**config.mk**
```make
export PLATFORM = sky130hd
export DESIGN_NAME = elastic_pipe_reg
export DESIGN_NICKNAME = d
export VERILOG_FILES = /design/src/rtl/elastic_pipe_reg.sv
export SDC_FILE = /design/constraint.sdc
export NUM_CORES = 1
export LEC_CHECK = 0
export BUFFER_PORTS_ARGS = -buffer_cell sky130_fd_sc_hd__buf_4
export CAP_MARGIN = 20
export CORE_UTILIZATION = 52
export CTS_CLUSTER_SIZE = 14
export DETAILED_ROUTE_END_ITERATION = 16
export GPL_TIMING_DRIVEN = 0
export PLACE_DENSITY = 0.79
export SYNTH_ARGS = -nofsm -noshare
export SYNTH_HDL_FRONTEND = slang
export SYNTH_SLANG_ARGS = --single-unit
```
**constraint.sdc**
```tcl
create_clock -name clk -period 2.39 [get_ports clk]
set_input_delay 0.478 -clock clk [delete_from_list [all_inputs] [get_ports clk]]
set_output_delay 0.478 -clock clk [all_outputs]
set_load 0.005 [all_outputs]
```
**src/rtl/elastic_pipe_reg.sv**
```systemverilog
// Elastic pipeline register: a head entry plus one skid entry, valid/ready
// handshake on both sides, and in_ready taken only from registered state.
// A synchronous flush empties the stage and can optionally zero the stored
// payloads. A saturating stall counter reports how often the head was blocked.
module elastic_pipe_reg #(
  parameter int WIDTH         = 32,
  parameter int ZERO_ON_FLUSH = 1,
  parameter int STALL_CNT_W   = 16
) (
  input  logic                   clk,
  input  logic                   rst,
  input  logic                   flush,
  input  logic                   in_valid,
  output logic                   in_ready,
  input  logic [WIDTH-1:0]       in_data,
  output logic                   out_valid,
  input  logic                   out_ready,
  output logic [WIDTH-1:0]       out_data,
  output logic [1:0]             occupancy,
  output logic [STALL_CNT_W-1:0] stall_count
);

  localparam logic [STALL_CNT_W-1:0] STALL_MAX = '1;

  // Head entry (always the one presented downstream) and skid entry
  logic                   main_valid_reg, main_valid_next;
  logic [WIDTH-1:0]       main_data_reg,  main_data_next;
  logic                   skid_valid_reg, skid_valid_next;
  logic [WIDTH-1:0]       skid_data_reg,  skid_data_next;
  logic [STALL_CNT_W-1:0] stall_cnt_reg,  stall_cnt_next;

  logic accept;
  logic drain;
  logic stall;

  // in_ready depends only on the skid valid flop, so no ready path runs
  // combinationally from out_ready to in_ready.
  assign in_ready    = !skid_valid_reg;
  assign out_valid   = main_valid_reg;
  assign out_data    = main_data_reg;
  assign occupancy   = {1'b0, main_valid_reg} + {1'b0, skid_valid_reg};
  assign stall_count = stall_cnt_reg;

  assign accept = in_valid & in_ready;
  assign drain  = main_valid_reg & out_ready;
  assign stall  = main_valid_reg & !out_ready;

  // Next-state for the two entries; the valid pair encodes EMPTY/HALF/FULL
  always_comb begin
    main_valid_next = main_valid_reg;
    main_data_next  = main_data_reg;
    skid_valid_next = skid_valid_reg;
    skid_data_next  = skid_data_reg;

    if (flush) begin
      // Everything stored is dropped and the offered input is killed.
      main_valid_next = 1'b0;
      skid_valid_next = 1'b0;
      if (ZERO_ON_FLUSH != 0) begin
        main_data_next = '0;
        skid_data_next = '0;
      end
    end else if (!main_valid_reg) begin
      // EMPTY: the incoming word goes straight to the head.
      if (accept) begin
        main_valid_next = 1'b1;
        main_data_next  = in_data;
      end
    end else if (!skid_valid_reg) begin
      // HALF: replace head on pass-through, park in skid when blocked.
      if (accept && drain) begin
        main_data_next = in_data;
      end else if (accept) begin
        skid_valid_next = 1'b1;
        skid_data_next  = in_data;
      end else if (drain) begin
        main_valid_next = 1'b0;
      end
    end else begin
      // FULL: upstream is held off; skid moves up once the head leaves.
      if (drain) begin
        main_data_next  = skid_data_reg;
        skid_valid_next = 1'b0;
      end
    end
  end

  // Saturating count of cycles where the head waited on downstream
  always_comb begin
    stall_cnt_next = stall_cnt_reg;
    if (stall && (stall_cnt_reg != STALL_MAX)) begin
      stall_cnt_next = stall_cnt_reg + STALL_CNT_W'(1);
    end
  end

  // State registers; reset overrides flush and the handshake
  always_ff @(posedge clk) begin
    if (rst) begin
      main_valid_reg <= 1'b0;
      main_data_reg  <= '0;
      skid_valid_reg <= 1'b0;
      skid_data_reg  <= '0;
      stall_cnt_reg  <= '0;
    end else begin
      main_valid_reg <= main_valid_next;
      main_data_reg  <= main_data_next;
      skid_valid_reg <= skid_valid_next;
      skid_data_reg  <= skid_data_next;
      stall_cnt_reg  <= stall_cnt_next;
    end
  end

endmodule

```
==> results.toml <==
[yosys]
synth-seq-cells = 82
yosysSeqAreaShare_pct = 47.3
synth_common_cells = "104 x nand2_1, 82 x dfxtp_1, 44 x a21oi_1"
syn-instance-count = 434
synth.most_common_cell = "nand2_1"
async_reset_ff_share_pct = 0
synth_fp_nets = 474
yosysWarnings = 0
synth_top_cell_by_area = "dfxtp_1"
synthFlopType = "dfxtp_1"
synth-edff-count = 0
synth.distinct_cells = 34
syn_area_per_cell_um2 = 7.99
synth_top_area_share_pct = 47.3
synth_area_leaders = "dfxtp_1 47%, nand2_1 11%, a311oi_1 8.3%, a21oi_1 6.3%, nand3_1 4.9%"
synth_area_um2 = 3470

[cts]
cts-buffers-inserted = 9
clkTransAtPathRegs_ps = 80
clock-sinks = 82
cts_root_buffer = "clkbuf_8"
clk_path_buf_depth = 2
tritoncts = "done"
htree_levels = 3
postCtsHoldBufs = 0
worstSkewPairLatency_ps = 350

[placement]
gp_routability_congestion = 0.758
dp_hpwl_mm = 6.30
place_inst = 599
dpl_cell_area_um2 = 4230
io_buffers = 88

[pwr]
peakVddDrop_mv = 0.453
cellLeakagePower_nw = 1.72
power_density_nw_per_um2 = 603
power_w = 0.00268

[global_routing]
grt_first_pass_wirelength_mm = 15.0
overflow = 0
antenna_found_initial = 0
grt_pass1_vias = 3339
grt_usage_pct = 26.6
grt_max_degree = 14

[finish]
drive_gt1_share_pct = 21.3
final_nets = 575
final_cells = 617
syn2layout_area_growth_pct = 28.0
diodes = 0
nFillCells = 579
design_area_um2 = 4440
fin_util_pct = 69.5

[timing]
tns_ps = 0
worst_pin_slew_ps = 872
skew_ps = 7.01
fin_crit_ps = 2140
slew_headroom_pct = 41.4
setup_viol = 0
rsz0062_at_grt = "false"
hold_viol = 0
fmax_ghz = 0.468
fin_crit_sh_pct = 89.4
slew_viol_final = 0

[floorplanning]
core.rowCount = 29
die_w_um = 83.7
die_h_um = 83.7
design.portCount = 89
design.core.area_um2 = 6390
dieArea_um2 = 7000
start_util_pct = 54.3

[worst_setup_path]
worstPathArrival_ps = 2340
start_kind = "flop"
cp.required_ps = 2590
critPathCaptureType = "flop"
crit_fanout = 10
crit_type = "flop to flop"

[status]
outcome = "complete, no violations"

[routing]
drtIter0Drc = 200
drc = 0
via_count = 3503
ant_nets = 0
wl_mm = 9.18
wl_per_cell_um = 14.9
first_pass_iters = 5
vias_per_cell = 5.68

[flow_run]
drv_cap = 0

[min_path]
hp-class = "input port to flop"
[logic make-up after synthesis]
| group | synth area share (%) |
|---|---|
| adder cells (fa/ha/maj) | 1.08 |
| AO/OA/AOI/OAI | 17.7 |
| AND/OR/NAND/NOR | 28.3 |
| buffers and inverters | 4.04 |
| multiplexers | 1.55 |
| flip-flops | 47.3 |
[report_power, final]
group / leakage (nW) / switching [W] / internal (W)
logic: 0.961 / 0.000151 / 0.000127
registers: 0.665 / 0.0000198 / 0.00140
clock network: 0.0893 / 0.000502 / 0.000480
[path summary, 6_finish.rpt]
kind / startpoint / to / slack (ps) / depth (start not counted)
setup reg to reg: skid_valid_reg / out_data[21] / 250 / 6
hold reg to reg: skid_data_reg[27] / skid_data_reg[27] / 460 / 2
hold / removal: in_data[27] / skid_data_reg[27] / 370 / 3
setup / recovery: skid_valid_reg / out_data[21] / 250 / 6
[cell usage in the layout (no fill, tap or decap), types with 3 or more instances in the layout]
master / count
a21oi_1: 44
a311oi_1: 33
buf_2: 4
buf_4: 90
clkbuf_1: 27
clkbuf_8: 9
dfxtp_1: 82
ha_1: 3
inv_1: 4
mux2_1: 3
nand2_1: 104
nand2b_1: 4
nand3_1: 34
nand4_1: 6
nor2_1: 40
nor2b_1: 5
nor4_1: 4
o21ai_0: 4
o31ai_1: 5
or3_1: 5
or4_1: 4
[through the flow]
step	hold WS, ps	setup WS (ps)
after CTS	366	103
after global placement	442	51.1
after global routing	372	99.8
final	375	253
after floorplan	437	453
after detailed placement	446	-16.1
[what timing repair did]
item	in CTS	in global routing
buffers inserted	0	2
setup endpoints to repair	14	30
pin swaps	0	1
resized for setup	1	2
[cell type report]
type	count	area, µm²	share of cell area [%]
Inverter	4	15.0	0.338
Multi-Input combinational cell	316	1700	38.3
Clock buffer	11	131	2.96
Sequential cell	82	1640	37.0
Clock inverter	5	55.1	1.24
Tap cell	77	96.3	2.17
Timing Repair Buffer	90	676	15.2
Buffer	32	126	2.85
[per-layer routing]
metal | wire (µm) | track usage, % | share of wire (%) | vias up
met2 | 4510 | 44.6 | 49 | 109
met4 | 142 | 12.6 | 1.5 | 0
met5 | 0 | 0 | 0 | -
li1 | - | - | - | 1737
met3 | 559 | 4.55 | 6.1 | 12
met1 | 3970 | 33.4 | 43 | 1645
[critical path: stages (launching register included)]
cell      delay [ps]
dfxtp_1          340
clkbuf_2         200
inv_1            130
ha_1             250
o32ai_4          440
clkbuf_1         460
a311oi_1         170
(Power assumes the default switching activity.)
